File: src/rtl/alut_age_sweeper.sv
// rtl/alut_age_sweeper.sv - address-table age sweeper with prescaled timebase and lookup age check
// Sweeps the table invalidating aged / per-port / all entries and services lookup age checks between entries.
module alut_age_sweeper #(
  parameter int DEPTH_LOG2 = 8,
  parameter int TIME_W     = 32,
  parameter int MAC_W      = 48,
  parameter int PORT_W     = 2,
  parameter int CNT_W      = 16,
  localparam int EW        = 1 + TIME_W + PORT_W + MAC_W
) (
  input  logic                  pclk,
  input  logic                  p_reset,
  input  logic [1:0]            command,
  input  logic [PORT_W-1:0]     cmd_port,
  input  logic [7:0]            div_clk,
  input  logic [TIME_W-1:0]     best_bfr_age,
  input  logic                  check_age,
  input  logic [TIME_W-1:0]     last_accessed,
  input  logic [EW-1:0]         mem_rdata,
  output logic [TIME_W-1:0]     curr_time,
  output logic [DEPTH_LOG2-1:0] mem_addr,
  output logic                  mem_rd,
  output logic                  mem_wr,
  output logic [EW-1:0]         mem_wdata,
  output logic [MAC_W-1:0]      lst_inv_addr,
  output logic [PORT_W-1:0]     lst_inv_port,
  output logic [CNT_W-1:0]      inval_cnt,
  output logic                  age_confirmed,
  output logic                  age_ok,
  output logic                  inval_in_prog,
  output logic                  sweep_done,
  output logic                  age_check_active
);

  localparam int DEPTH = 2 ** DEPTH_LOG2;
  localparam logic [CNT_W-1:0] CLR_CNT = (DEPTH_LOG2 >= CNT_W) ? {CNT_W{1'b1}} : CNT_W'(DEPTH);

  typedef enum logic [2:0] {S_IDLE, S_RD, S_EVAL, S_WR, S_CLR, S_CHK} state_t;

  state_t                r_state;
  state_t                w_next_state;
  logic [7:0]            r_clk_div_cnt;
  logic [TIME_W-1:0]     r_curr_time;
  logic [DEPTH_LOG2-1:0] r_mem_addr;
  logic [1:0]            r_mode;
  logic [PORT_W-1:0]     r_cmd_port;
  logic [MAC_W-1:0]      r_hold_mac;
  logic [PORT_W-1:0]     r_hold_port;
  logic [MAC_W-1:0]      r_lst_inv_addr;
  logic [PORT_W-1:0]     r_lst_inv_port;
  logic [CNT_W-1:0]      r_inval_cnt;
  logic                  r_age_confirmed;
  logic                  r_age_ok;
  logic                  r_inval_in_prog;
  logic                  r_sweep_done;
  logic                  r_resume;

  logic                  w_chk_req;
  logic                  w_rd_valid;
  logic [TIME_W-1:0]     w_rd_time;
  logic [PORT_W-1:0]     w_rd_port;
  logic [MAC_W-1:0]      w_rd_mac;
  logic [TIME_W-1:0]     w_rd_age;
  logic [TIME_W-1:0]     w_lk_age;
  logic                  w_hit;
  logic                  w_last;
  logic                  w_step;
  state_t                w_step_state;

  // A requester holds check_age until it sees the strobe; masking avoids a second check on that edge.
  assign w_chk_req  = check_age & ~r_age_confirmed;
  assign w_rd_valid = mem_rdata[EW-1];
  assign w_rd_time  = mem_rdata[EW-2 -: TIME_W];
  assign w_rd_port  = mem_rdata[MAC_W +: PORT_W];
  assign w_rd_mac   = mem_rdata[MAC_W-1:0];
  assign w_rd_age   = r_curr_time - w_rd_time;
  assign w_lk_age   = r_curr_time - last_accessed;
  assign w_hit      = w_rd_valid && ((r_mode == 2'b10 && w_rd_age >= best_bfr_age) ||
                                     (r_mode == 2'b01 && w_rd_port == r_cmd_port));
  assign w_last     = &r_mem_addr;
  assign w_step     = (r_state == S_EVAL && !w_hit) || (r_state == S_WR);
  assign w_step_state = w_last ? S_IDLE : (w_chk_req ? S_CHK : S_RD);

  always_ff @(posedge pclk) begin
    if (p_reset) r_state <= S_IDLE;
    else         r_state <= w_next_state;
  end

  always_comb begin
    w_next_state = r_state;
    case (r_state)
      S_IDLE: begin
        if (w_chk_req)               w_next_state = S_CHK;
        else if (command == 2'b11)   w_next_state = S_CLR;
        else if (command != 2'b00)   w_next_state = S_RD;
      end
      S_RD:    w_next_state = S_EVAL;
      S_EVAL:  w_next_state = w_hit ? S_WR : w_step_state;
      S_WR:    w_next_state = w_step_state;
      S_CLR:   w_next_state = w_last ? S_IDLE : S_CLR;
      S_CHK:   w_next_state = r_resume ? S_RD : S_IDLE;
      default: w_next_state = S_IDLE;
    endcase
  end

  always_ff @(posedge pclk) begin
    if (p_reset) begin
      r_clk_div_cnt   <= '0;
      r_curr_time     <= '0;
      r_mem_addr      <= '0;
      r_mode          <= '0;
      r_cmd_port      <= '0;
      r_hold_mac      <= '0;
      r_hold_port     <= '0;
      r_lst_inv_addr  <= '0;
      r_lst_inv_port  <= '0;
      r_inval_cnt     <= '0;
      r_age_confirmed <= 1'b0;
      r_age_ok        <= 1'b0;
      r_inval_in_prog <= 1'b0;
      r_sweep_done    <= 1'b0;
      r_resume        <= 1'b0;
    end else begin
      // Terminal compare uses >= so a lowered div_clk cannot strand the prescaler above it.
      if (r_clk_div_cnt >= div_clk) begin
        r_clk_div_cnt <= '0;
        r_curr_time   <= r_curr_time + 1'b1;
      end else begin
        r_clk_div_cnt <= r_clk_div_cnt + 1'b1;
      end

      r_sweep_done    <= 1'b0;
      r_age_confirmed <= 1'b0;

      if (w_next_state == S_CHK) r_resume <= (r_state != S_IDLE);

      case (r_state)
        S_IDLE: begin
          if (!w_chk_req && command != 2'b00) begin
            r_mem_addr      <= '0;
            r_inval_cnt     <= '0;
            r_inval_in_prog <= 1'b0;
            r_mode          <= command;
            r_cmd_port      <= cmd_port;
          end
        end
        S_EVAL: begin
          r_hold_mac  <= w_rd_mac;
          r_hold_port <= w_rd_port;
        end
        S_WR: begin
          r_lst_inv_addr  <= r_hold_mac;
          r_lst_inv_port  <= r_hold_port;
          r_inval_in_prog <= 1'b1;
          if (r_inval_cnt != {CNT_W{1'b1}}) r_inval_cnt <= r_inval_cnt + 1'b1;
        end
        S_CLR: begin
          r_inval_in_prog <= 1'b1;
          if (w_last) begin
            r_sweep_done <= 1'b1;
            r_inval_cnt  <= CLR_CNT;
          end else begin
            r_mem_addr <= r_mem_addr + 1'b1;
          end
        end
        S_CHK: begin
          r_age_confirmed <= 1'b1;
          r_age_ok        <= (w_lk_age < best_bfr_age);
        end
        default: ;
      endcase

      if (w_step) begin
        if (w_last) r_sweep_done <= 1'b1;
        else        r_mem_addr   <= r_mem_addr + 1'b1;
      end
    end
  end

  assign curr_time        = r_curr_time;
  assign mem_addr         = r_mem_addr;
  assign mem_rd           = (r_state == S_RD);
  assign mem_wr           = (r_state == S_WR) || (r_state == S_CLR);
  assign mem_wdata        = '0;
  assign lst_inv_addr     = r_lst_inv_addr;
  assign lst_inv_port     = r_lst_inv_port;
  assign inval_cnt        = r_inval_cnt;
  assign age_confirmed    = r_age_confirmed;
  assign age_ok           = r_age_ok;
  assign inval_in_prog    = r_inval_in_prog;
  assign sweep_done       = r_sweep_done;
  assign age_check_active = (r_state != S_IDLE);

endmodule

File: config.mk
export PLATFORM = sky130hd
export DESIGN_NAME = alut_age_sweeper
export DESIGN_NICKNAME = d
export VERILOG_FILES = /design/src/rtl/alut_age_sweeper.sv
export SDC_FILE = /design/constraint.sdc
export NUM_CORES = 1
export LEC_CHECK = 0
export CAP_MARGIN = 20
export CORE_ASPECT_RATIO = 1.75
export CORE_MARGIN = 10
export CORE_UTILIZATION = 49
export DETAILED_ROUTE_END_ITERATION = 6
export PLACE_DENSITY = 0.82
export SYNTH_ARGS = -nofsm -noshare
export SYNTH_HDL_FRONTEND = slang
export SYNTH_SLANG_ARGS = --single-unit
File: constraint.sdc
create_clock -name pclk -period 5.1 [get_ports pclk]
set_input_delay 0.51 -clock pclk [delete_from_list [all_inputs] [get_ports pclk]]
set_output_delay 0.51 -clock pclk [all_outputs]
set_load 0.02 [all_outputs]
== Word level (Yosys, flattened, before mapping) ==
Cells that the tools add are included.

* Flip-flop bits (word level): 176
* Latch bits: 0
* RAM bits: 0
* Memory bits (read-only): 0
* Output and inout port bits: 196
* Memories: 0

* Add/subtract/negate cells: 6
* Multiply operators: 0
* Divide/modulo/power cells: 0
* $lt $le $gt $ge: 3
* Eq/ne operators: 14
* Shift-type cells: 0
* Mux-type cells: 25
* Bitwise logic cells: 2
* Reduce and logical (&&, ||, !) cells: 21

{| class="wikitable"
|+ Operators with widths
! kind !! count
|-
| $sub A32 B32 Y32 || 2
|-
| $mux W16 || 3
|-
| $pmux W16 S3 || 1
|-
| $add A32 B1 Y32 const B || 1
|-
| $ge A32 B32 Y1 || 1
|-
| $lt A32 B32 Y1 || 1
|-
| $mux W8 || 4
|-
| $mux W3 || 7
|-
| $pmux W3 S6 || 1
|-
| $add A16 B1 Y16 const B || 1
|-
| $add A8 B1 Y8 const B || 2
|-
| $ne A16 B16 Y1 const B || 1
|-
| $pmux W8 S2 || 1
|-
| $eq A3 B3 Y1 const B || 3
|-
| $ge A8 B8 Y1 || 1
|-
| $reduce_and A8 Y1 || 1
|-
| $mux W1 || 7
|-
| $eq A3 B2 Y1 const B || 2
|-
| $reduce_bool A3 Y1 || 2
|-
| $logic_and A1 B1 Y1 || 5
|-
| $eq A2 B2 Y1 const B || 2
|-
| $ne A2 B2 Y1 const B || 2
|-
| $reduce_and A2 Y1 || 2
|-
| $reduce_and A4 Y1 || 1
|-
| 12 further kinds || 17
|}

== Longest topological paths before layout ==
Gate-level depths: netlist (run 1).

* Word-level depth: 9
* Gate-level depth with buffers: 22

== Least setup slack after synthesis (run 1) ==
OpenSTA, ideal clock, no wires.

* Kind: reg-to-reg
* Start: reg r_curr_time[0], in the netlist curr_time[0]
* End: reg r_mem_addr[0], in the netlist mem_addr[0]
* Library setup time: 86 ps
* Data arrival time: 4587 ps
* Data required time: 5014 ps
* Path slack: 428 ps
* Cell stages (with the launch flop): 22
* Period minus slack after synthesis: 4672 ps
* Cells stage by stage: dfxtp_1 > inv_1 > ha_1 > inv_1 > fa_1 > a211oi_2 > o21ai_1 > a31oi_4 > o22ai_2 > a211o_1 > o2111a_2 > o41ai_4 > o31ai_2 > xor2_1 > ha_1 > nand4_1 > nor4b_1 > o211ai_1 > o21ai_1 > a21oi_4 > nand2b_1 > a211oi_1

* Longest elaborated chain between the ends: 9

{| class="wikitable"
|+ RTL lines
! item !! RTL line !! RTL
|-
| from (decl) || 43 || <nowiki>logic [TIME_W-1:0] r_curr_time;</nowiki>
|-
| from (signal assigned) || 127 || <nowiki>r_curr_time <= r_curr_time + 1'b1;</nowiki>
|-
| $sub A32 B32 Y32 || 76 || <nowiki>assign w_rd_age = r_curr_time - w_rd_time;</nowiki>
|-
| $ge A32 B32 Y1 || 78 || <nowiki>assign w_hit = w_rd_valid && ((r_mode == 2'b10 && w_rd_age >= best_bfr_age) ||</nowiki>
|-
| $logic_and A1 B1 Y1 || 78 ||
|-
| $logic_or A1 B1 Y1 || 78 ||
|-
| $logic_and A1 B1 Y1 || 78 ||
|-
| $logic_not A1 Y1 || 81 || <nowiki>assign w_step = (r_state == S_EVAL && !w_hit) || (r_state == S_WR);</nowiki>
|-
| $logic_and A1 B1 Y1 || 81 ||
|-
| $logic_or A1 B1 Y1 || 81 ||
|-
| $mux W8 || 173 || <nowiki>if (w_step) begin</nowiki>
|-
| to (signal assigned) || 163 || <nowiki>r_mem_addr <= r_mem_addr + 1'b1;</nowiki>
|-
| to (signal assigned) || 175 || <nowiki>else r_mem_addr <= r_mem_addr + 1'b1;</nowiki>
|-
| to (decl) || 44 || <nowiki>logic [DEPTH_LOG2-1:0] r_mem_addr;</nowiki>
|}

No other way between the ends.
A chain may end at the register's enable or synchronous reset.

== Final worst setup path (run 1) ==
* Start: in mem_rdata[50]
* End: reg r_mem_addr[0], in the netlist mem_addr[0]

* Longest elaborated chain between the ends: 9

{| class="wikitable"
|+ RTL lines
! item !! RTL line !! RTL
|-
| from (decl) || 19 || <nowiki>input logic [EW-1:0] mem_rdata,</nowiki>
|-
| $sub A32 B32 Y32 || 76 ||
|-
| $ge A32 B32 Y1 || 78 ||
|-
| $logic_and A1 B1 Y1 || 78 ||
|-
| $logic_or A1 B1 Y1 || 78 ||
|-
| $logic_and A1 B1 Y1 || 78 ||
|-
| $logic_not A1 Y1 || 81 ||
|-
| $logic_and A1 B1 Y1 || 81 ||
|-
| $logic_or A1 B1 Y1 || 81 ||
|-
| $mux W8 || 173 ||
|}

No other way between the ends.

==> results of run 1 <==
[stage by stage]
| step | setup TNS [ns] | cell area (sq um) | hold WS [ns] |
|---|---|---|---|
| final | 0 | 16000 | 0.450 |
| after global routing | 0 | 16000 | 0.464 |
| after CTS | 0 | 16000 | 0.451 |
| after detailed placement | -5.02 | 15300 | 0.443 |
| after global placement | -4.84 | 15300 | 0.436 |
| after floorplan | 0 | 12800 | 0.432 |
[area by class of cell]
type / count / area share
Antenna cell: 1 / 0.000156
Timing Repair Buffer: 310 / 0.188
Sequential cell: 176 / 0.220
Tap cell: 316 / 0.0247
Multi-Input combinational cell: 1268 / 0.498
Clock inverter: 11 / 0.00978
Clock buffer: 20 / 0.0279
Inverter: 132 / 0.0310
[synthesized netlist by cell type, drive strengths merged, types with 3 or more instances]
master and instances:
a2111oi 6, a211oi 14, a21o 40, a21oi 210, a221oi 3, a31o 6
a31oi 10, and2 6, and3 20, and4 4, buf 88, clkbuf 47
dfxtp 176, ha 137, inv 132, mux2i 5, nand2 268, nand2b 19
nand3 36, nand3b 6, nand4 16, nor2 81, nor2b 17, nor3 24
nor3b 4, nor4 3, nor4b 4, o211ai 7, o21a 9, o21ai 59
o21bai 12, o31a 6, o31ai 12, or2 9, or3 15, or4 10
xnor2 58, xor2 25
[path summary, 6_finish.rpt]
check	start	to	slack, ns	depth (start not counted)
worst max-delay path	mem_rdata[50]	mem_addr[0]$_SDFF_PP0_	0.20	23
worst min-delay path	r_hold_mac[8]$_SDFFE_PP0P_	lst_inv_addr[8]$_SDFFE_PP0P_	0.45	2
worst max register to register	curr_time[0]$_SDFFE_PP0P_	mem_addr[0]$_SDFF_PP0_	0.26	23
worst min register to register	r_hold_mac[8]$_SDFFE_PP0P_	lst_inv_addr[8]$_SDFFE_PP0P_	0.45	2
[flip-flops by register name (all words and copies together) (netlist names), 2 cells and up]
name	cells
lst_inv_addr	48
lst_inv_port	2
r_state	3
r_hold_mac	48
r_mode	2
r_hold_port	2
inval_cnt	16
r_cmd_port	2
curr_time	32
r_clk_div_cnt	8
mem_addr	8
[cell families (layout without fill, tap and decap cells)]
group	Yosys count	after routing	synth area share
xor+xnor	83	83	0.0582
flops	176	176	0.282
buf+inv	267	473	0.108
simple gates	544	544	0.201
other cells	1	84	0.000300
mux	5	5	0.00401
compound gates	414	414	0.206
fa+ha+maj	139	139	0.140
[routing by layer]
metal,global-route usage,part of all wire,up-vias
li1,-,-,5991
met1,0.203,0.34,5603
met2,0.404,0.52,477
met3,0.0770,0.081,136
met4,0.156,0.065,0
met5,0,0,-
[repair_timing]
item | CTS | global route
gates resized for setup | 1 | 5
cloned | 0 | 0
pin swaps | 0 | 5
endpoints found under the hold margin | 0 | 0
setup endpoints to repair | 6 | 10
setup buffers | 0 | 3
[power breakdown]
group	internal, uW	total [uW]	leakage (uW)	switching, uW
registers	1420	1460	0.00142	38.9
clock network	787	1360	0.000282	571
logic	319	738	0.00512	418
[critical path: cells and delay by family]
family | cells | cell delay (ns)
AOI/OAI and AO/OA | 12 | 2.20
buffers and inverters | 4 | 0.82
and+or+nand+nor | 3 | 0.62
xor gates and xnor gates | 1 | 0.15
adders and majority gates | 3 | 0.87
==> tab_implementation.tex, run 1 <==
\begin{tabular}{lr}
\hline
Metric & Value \\
\hline
\multicolumn{2}{l}{\textbf{Place}} \\
\quad Final weighted congestion in routability-driven placement & $\sim$0.9 \\
\quad Final HPWL from detailed placement & 30700 microns \\
\quad Post-Place Worst Slack & -0.570 ns \\
\quad Port Buffers & roughly 270 \\
\quad Dpl cells & approximately 2200 \\
\multicolumn{2}{l}{\textbf{Synthesis}} \\
\quad Number of different library cells in the post-synthesis netlist & 70 \\
\quad Cells after synthesis & about 1600 \\
\quad Share of the synthesized area in the top cell type & 0.282 \\
\quad Proportion of synthesized flip-flops having asynchronous set or reset & 0 \\
\quad Leading register cell type out of synthesis & sky130\_fd\_sc\_hd\_\_dfxtp\_1 \\
\quad Yosys warns & 0 \\
\quad Synthesized area per cell & $\sim$7.7 sq um \\
\quad Area leader, netlist & sky130\_fd\_sc\_hd\_\_dfxtp\_1 \\
\quad Dominant cells by area after synthesis & sky130\_fd\_sc\_hd\_\_dfxtp\_1 (28\%), sky130\_fd\_sc\_hd\_\_ha\_1 (14\%), sky130\_fd\_sc\_hd\_\_a21oi\_1 (8.4\%) \\
\quad Share of the yosys chip area belonging to registers & 0.282 \\
\quad Synthesized area & between 10000 and 15000 sq um \\
\quad EDFF count, synth & 0 \\
\quad \#FFs+latches synth & 176 \\
\multicolumn{2}{l}{\textbf{Timing}} \\
\quad Final critical-path setup slack & approximately 0.2 ns \\
\quad Final min period & approximately 4.9 ns \\
\quad RSZ-0062 raised after global routing & no \\
\quad Count of endpoints failing setup in the final report & 0 \\
\quad Slew Limit Headroom & 0.270 \\
\quad Worst-case clock skew & 0.00960 ns \\
\quad Least-Margin Pin Slew & between 1 and 1.5 ns \\
\quad Final hold viol count & 0 \\
\quad Part of the cycle the worst path needs & 0.961 \\
\quad FMAX & 0.204 GHz \\
\quad Slew Viols, Final & 0 \\
\multicolumn{2}{l}{\textbf{Power and ir drop}} \\
\quad Largest voltage drop on the vdd net & 0.326 mV \\
\quad Leakage power figure & about 0.0068 uW \\
\quad Total power divided by cell area & about 220 nW/um\^{}2 \\
\quad Power consumption & 3550 uW \\
\multicolumn{2}{l}{\textbf{Floorplan}} \\
\quad Floorplan die height & about 230 microns \\
\quad \# rows & 77 \\
\quad Core area & 25200 sq um \\
\quad Top Ports & roughly 360 \\
\quad Starting Density & 0.495 \\
\quad Area of the die & around 33000 sq um \\
\quad Width of the chip & 141 microns \\
\multicolumn{2}{l}{\textbf{Finish}} \\
\quad Cell Count, Final, Fillers Out & roughly 2200 \\
\quad Multi-input gate area & 7970 sq um \\
\quad Most common cell after layout, fill and taps aside & sky130\_fd\_sc\_hd\_\_clkdlybuf4s50\_1 \\
\quad Sequential cell area in the final layout & roughly 3500 sq um \\
\quad Relative area change from synthesis to final layout & 28.1\% \\
\quad Fillcell total & 2188 \\
\quad Nets & between 2000 and 2500 \\
\quad Post-Route Utilization & 0.634 \\
\quad Highest-count cells in the layout ignoring fill and taps & sky130\_fd\_sc\_hd\_\_clkdlybuf4s50\_1 (273), sky130\_fd\_sc\_hd\_\_nand2\_1 (267), sky130\_fd\_sc\_hd\_\_a21oi\_1 (209) \\
\quad Share of final-layout standard cells stronger than drive strength 1 & 0.0543 \\
\multicolumn{2}{l}{\textbf{Detailed routing}} \\
\quad Routed wire length & 38300 microns \\
\quad Via total after detailed routing & roughly 12000 \\
\quad Initial DRC Count & between 500 and 600 \\
\quad Post-route antenna net violation count & 0 \\
\quad Mean number of vias per cell & between 5 and 6 \\
\quad Routed wire length per instance & $\sim$17 microns \\
\quad Drt drc & 0 \\
\quad First-pass DRT Iterations & 7 \\
\multicolumn{2}{l}{\textbf{Global route}} \\
\quad Number of antenna violations at the first check in global routing & 1 \\
\quad Pin count of the biggest net entering global routing & 90 \\
\quad Grt ovf & 0 \\
\quad GR Util All Layers & 0.223 \\
\quad Via count of the first global-routing pass & between 10000 and 15000 \\
\quad Global-route wire length before repair & $\sim$60000 microns \\
\multicolumn{2}{l}{\textbf{Clock tree}} \\
\quad Clock buffers created by TritonCTS & 17 \\
\quad CTS clock-pin slew for the worst setup and hold paths & 0.07 ns \\
\quad Insertion delay to the later sink of the worst-skew pair & 0.45 ns \\
\quad Number of buffers added to fix hold violations after cts & 0 \\
\quad CTS tree & built \\
\quad H-tree depth & 4 \\
\quad CTS root buf & sky130\_fd\_sc\_hd\_\_clkbuf\_16 \\
\quad Number of sinks handled by clock tree synthesis & $\sim$180 \\
\quad Maximum buffer depth of the clock tree & 2 \\
\multicolumn{2}{l}{\textbf{Setup path}} \\
\quad Critical path arrival & approximately 5.2 ns \\
\quad Worst Setup Path Type & input pin to flip-flop \\
\quad Worst path slowest cell & sky130\_fd\_sc\_hd\_\_clkdlybuf4s50\_1 \\
\quad Critical path cell sequence & clkdlybuf4s50\_1 -> ha\_1 -> inv\_1 -> fa\_1 -> a211oi\_2 -> o21ai\_2 -> a31oi\_4 -> o22ai\_2 -> a211o\_1 -> o2111a\_2 -> o41ai\_4 -> o31ai\_2 -> xor2\_1 -> ha\_1 -> nand4\_1 -> nor4b\_2 -> o211ai\_1 -> o21ai\_1 -> buf\_4 -> a21oi\_4 -> buf\_4 -> nor3\_1 -> a211oi\_1 \\
\quad Critical Path Sink Type & flip-flop \\
\quad Highest net fanout along the worst path & 7 \\
\quad Critical path launch point type & input pin \\
\quad Worst path required time & roughly 5.4 ns \\
\quad Slowest Stage Delay on Critical Path & between 0.4 and 0.5 ns \\
\multicolumn{2}{l}{\textbf{Hold path}} \\
\quad Path category of the worst min-delay check & flip-flop to flip-flop \\
\multicolumn{2}{l}{\textbf{Outcome}} \\
\quad Outcome & completed \\
\multicolumn{2}{l}{\textbf{Run}} \\
\quad Max-cap violations & 0 \\
\hline
\end{tabular}
Power figures use the tool's default switching activity.
==> run 2: changes to the inputs <==
--- a/config.mk
+++ b/config.mk
@@ -11,6 +11,7 @@
 export CORE_UTILIZATION = 49
 export DETAILED_ROUTE_END_ITERATION = 6
 export PLACE_DENSITY = 0.82
+export RECOVER_POWER = 50
 export SYNTH_ARGS = -nofsm -noshare
 export SYNTH_HDL_FRONTEND = slang
 export SYNTH_SLANG_ARGS = --single-unit
==> tab_implementation.tex, run 2 (synthesis results as in run 1) <==
\begin{tabular}{lr}
\hline
Metric & Value \\
\hline
\multicolumn{2}{l}{\textbf{Detailed routing}} \\
\quad First-pass DRT Iterations & 5 \\
\quad Initial DRC Count & roughly 560 \\
\quad Routed wire length per instance & $\sim$17 microns \\
\quad Mean number of vias per cell & roughly 5.5 \\
\quad Routed wire length & 38300 microns \\
\quad Drt drc & 0 \\
\quad Post-route antenna net violation count & 0 \\
\quad Via total after detailed routing & 12200 \\
\multicolumn{2}{l}{\textbf{Setup path}} \\
\quad Worst Setup Path Type & input pin to flip-flop \\
\quad Critical path arrival & 5.19 ns \\
\quad Number of buffers and inverters on the critical path & 4 \\
\quad Slowest Stage Delay on Critical Path & 0.46 ns \\
\quad Critical path launch point type & input pin \\
\quad Kind of cell adding the most delay to the critical path & compound AO/OA/AOI/OAI gates \\
\quad Worst path slowest cell & sky130\_fd\_sc\_hd\_\_clkdlybuf4s50\_1 \\
\quad Highest net fanout along the worst path & 7 \\
\quad Worst path required time & between 5 and 6 ns \\
\quad Critical path cell sequence & clkdlybuf4s50\_1 -> ha\_1 -> inv\_1 -> fa\_1 -> a211oi\_2 -> o21ai\_2 -> a31oi\_4 -> o22ai\_2 -> a211o\_1 -> o2111a\_2 -> o41ai\_4 -> o31ai\_2 -> xor2\_1 -> ha\_1 -> nand4\_1 -> nor4b\_2 -> o211ai\_1 -> o21ai\_1 -> buf\_4 -> a21oi\_4 -> buf\_4 -> nor3\_1 -> a211oi\_1 \\
\quad Critical Path Sink Type & flip-flop \\
\multicolumn{2}{l}{\textbf{Hold path}} \\
\quad Path category of the worst min-delay check & flip-flop to flip-flop \\
\multicolumn{2}{l}{\textbf{Floorplan}} \\
\quad Starting Density & 0.495 \\
\quad Floorplan die height & roughly 230 microns \\
\quad Core area & approximately 25000 sq um \\
\quad Width of the chip & $\sim$140 microns \\
\quad \# rows & 77 \\
\quad Area of the die & about 33000 sq um \\
\quad Top Ports & $\sim$360 \\
\multicolumn{2}{l}{\textbf{Timing}} \\
\quad Part of the cycle the worst path needs & 0.961 \\
\quad Least-Margin Pin Slew & roughly 2.5 ns \\
\quad Final hold viol count & 0 \\
\quad RSZ-0062 raised after global routing & no \\
\quad Final min period & slightly below 5 ns \\
\quad Worst-case clock skew & around 0.0085 ns \\
\quad Sum of negative setup slack & 0 ns \\
\quad FMAX & slightly above 0.2 GHz \\
\quad Slew Limit Headroom & -0.687 \\
\quad Slew Viols, Final & 105 \\
\quad Count of endpoints failing setup in the final report & 0 \\
\multicolumn{2}{l}{\textbf{Finish}} \\
\quad Fillcell total & about 2200 \\
\quad Most common cell after layout, fill and taps aside & sky130\_fd\_sc\_hd\_\_nand2\_1 \\
\quad Sequential cell area in the final layout & 3520 sq um \\
\quad Relative area change from synthesis to final layout & 28.0\% \\
\quad Nets & approximately 2200 \\
\quad Multi-input gate area & 7960 sq um \\
\quad Share of final-layout standard cells stronger than drive strength 1 & 0.0532 \\
\quad Highest-count cells in the layout ignoring fill and taps & sky130\_fd\_sc\_hd\_\_nand2\_1 (267), sky130\_fd\_sc\_hd\_\_a21oi\_1 (209), sky130\_fd\_sc\_hd\_\_dfxtp\_1 (176) \\
\quad Cell Count, Final, Fillers Out & roughly 2200 \\
\multicolumn{2}{l}{\textbf{Clock tree}} \\
\quad CTS clock-pin slew for the worst setup and hold paths & 0.07 ns \\
\quad Insertion delay to the later sink of the worst-skew pair & $\sim$0.45 ns \\
\quad Maximum buffer depth of the clock tree & 2 \\
\quad Number of sinks handled by clock tree synthesis & 176 \\
\quad Clock buffers created by TritonCTS & 17 \\
\quad H-tree depth & 4 \\
\quad CTS root buf & sky130\_fd\_sc\_hd\_\_clkbuf\_16 \\
\quad Number of buffers added to fix hold violations after cts & 0 \\
\quad CTS tree & built \\
\multicolumn{2}{l}{\textbf{Outcome}} \\
\quad Outcome & finished, violations left \\
\quad Violations in the final reports & max-capacitance violations, max-slew violations \\
\multicolumn{2}{l}{\textbf{Power and ir drop}} \\
\quad Total power divided by cell area & between 200 and 250 nW/um\^{}2 \\
\quad Leakage power figure & roughly 0.007 uW \\
\quad Power consumption & approximately 3500 uW \\
\quad Largest voltage drop on the vdd net & between 0.3 and 0.4 mV \\
\multicolumn{2}{l}{\textbf{Global route}} \\
\quad Number of antenna violations at the first check in global routing & 1 \\
\quad Via count of the first global-routing pass & about 12000 \\
\quad Grt ovf & 0 \\
\quad GR Util All Layers & 0.223 \\
\quad Pin count of the biggest net entering global routing & 90 \\
\quad Global-route wire length before repair & 59900 microns \\
\multicolumn{2}{l}{\textbf{Place}} \\
\quad Port Buffers & between 200 and 300 \\
\quad Final HPWL from detailed placement & between 30000 and 40000 microns \\
\quad Dpl cells & roughly 2200 \\
\quad Final weighted congestion in routability-driven placement & about 0.9 \\
\multicolumn{2}{l}{\textbf{Run}} \\
\quad Max-cap violations & 2 \\
\hline
\end{tabular}
-- run 2: cell types whose count changed in the layout (fill, tap and decap cells not counted) --
cell	change
sky130_fd_sc_hd__buf_4	-1
sky130_fd_sc_hd__nand2b_1	+1
sky130_fd_sc_hd__dlygate4sd3_1	+100
sky130_fd_sc_hd__nand2b_2	-1
sky130_fd_sc_hd__clkdlybuf4s50_1	-100
sky130_fd_sc_hd__clkbuf_1	+1
-- run 2: metrics by stage --
stage | utilization | worst slack, ns | area [sq um] | hold slack, ns
detailed placement | 0.608 | -0.570 | 15300 | 0.443
floorplan | - | 0.428 | 12800 | 0.432
global placement | 0.608 | -0.555 | 15300 | 0.436
finish | 0.633 | 0.197 | 16000 | 0.447
CTS | 0.632 | 0.0436 | 16000 | 0.451
global route | 0.633 | 0.00318 | 16000 | 0.464
-- run 2: tightest hold or removal path, stage by stage (launching register included) --
cell                      delay, ns
sky130_fd_sc_hd__dfxtp_1       0.31
sky130_fd_sc_hd__nand2_1       0.05
sky130_fd_sc_hd__a21oi_1       0.05
-- run 2: final timing paths --
kind | startpoint | slack (ns) | depth (start not counted) | endpoint
max | mem_rdata[50] | 0.20 | 23 | mem_addr[0]$_SDFF_PP0_
min | r_hold_mac[27]$_SDFFE_PP0P_ | 0.45 | 2 | lst_inv_addr[27]$_SDFFE_PP0P_
max reg2reg | curr_time[0]$_SDFFE_PP0P_ | 0.25 | 23 | mem_addr[0]$_SDFF_PP0_
min reg2reg | r_hold_mac[27]$_SDFFE_PP0P_ | 0.45 | 2 | lst_inv_addr[27]$_SDFFE_PP0P_
-- run 2: final cells by class --
class / instances / area share
flip-flops and latches: 176 / 0.220
inverters: 132 / 0.0310
clock inverters: 11 / 0.00978
multi-input cells: 1268 / 0.498
well taps: 316 / 0.0247
repair buffers: 310 / 0.188
diodes: 1 / 0.000156
clock buffers: 20 / 0.0279
-- run 2: repair_timing --
item / CTS / global route
resized for setup: 1 / 5
hold endpoints to repair: 0 / 0
endpoints found under the setup margin: 6 / 10
cloned: 0 / 0
buffers inserted: 0 / 3
pin swaps: 0 / 5
-- run 2: power by group --
group | switching (uW) | total (uW) | internal (uW)
registers | 38.5 | 1460 | 1420
logic | 418 | 734 | 316
clock network | 568 | 1350 | 786
-- run 2: routing by layer --
| metal | GRT usage | wire, microns |
|---|---|---|
| met3 | 0.0770 | 3070 |
| met5 | 0 | 0 |
| met2 | 0.404 | 19900 |
| met1 | 0.203 | 12800 |
| met4 | 0.156 | 2480 |
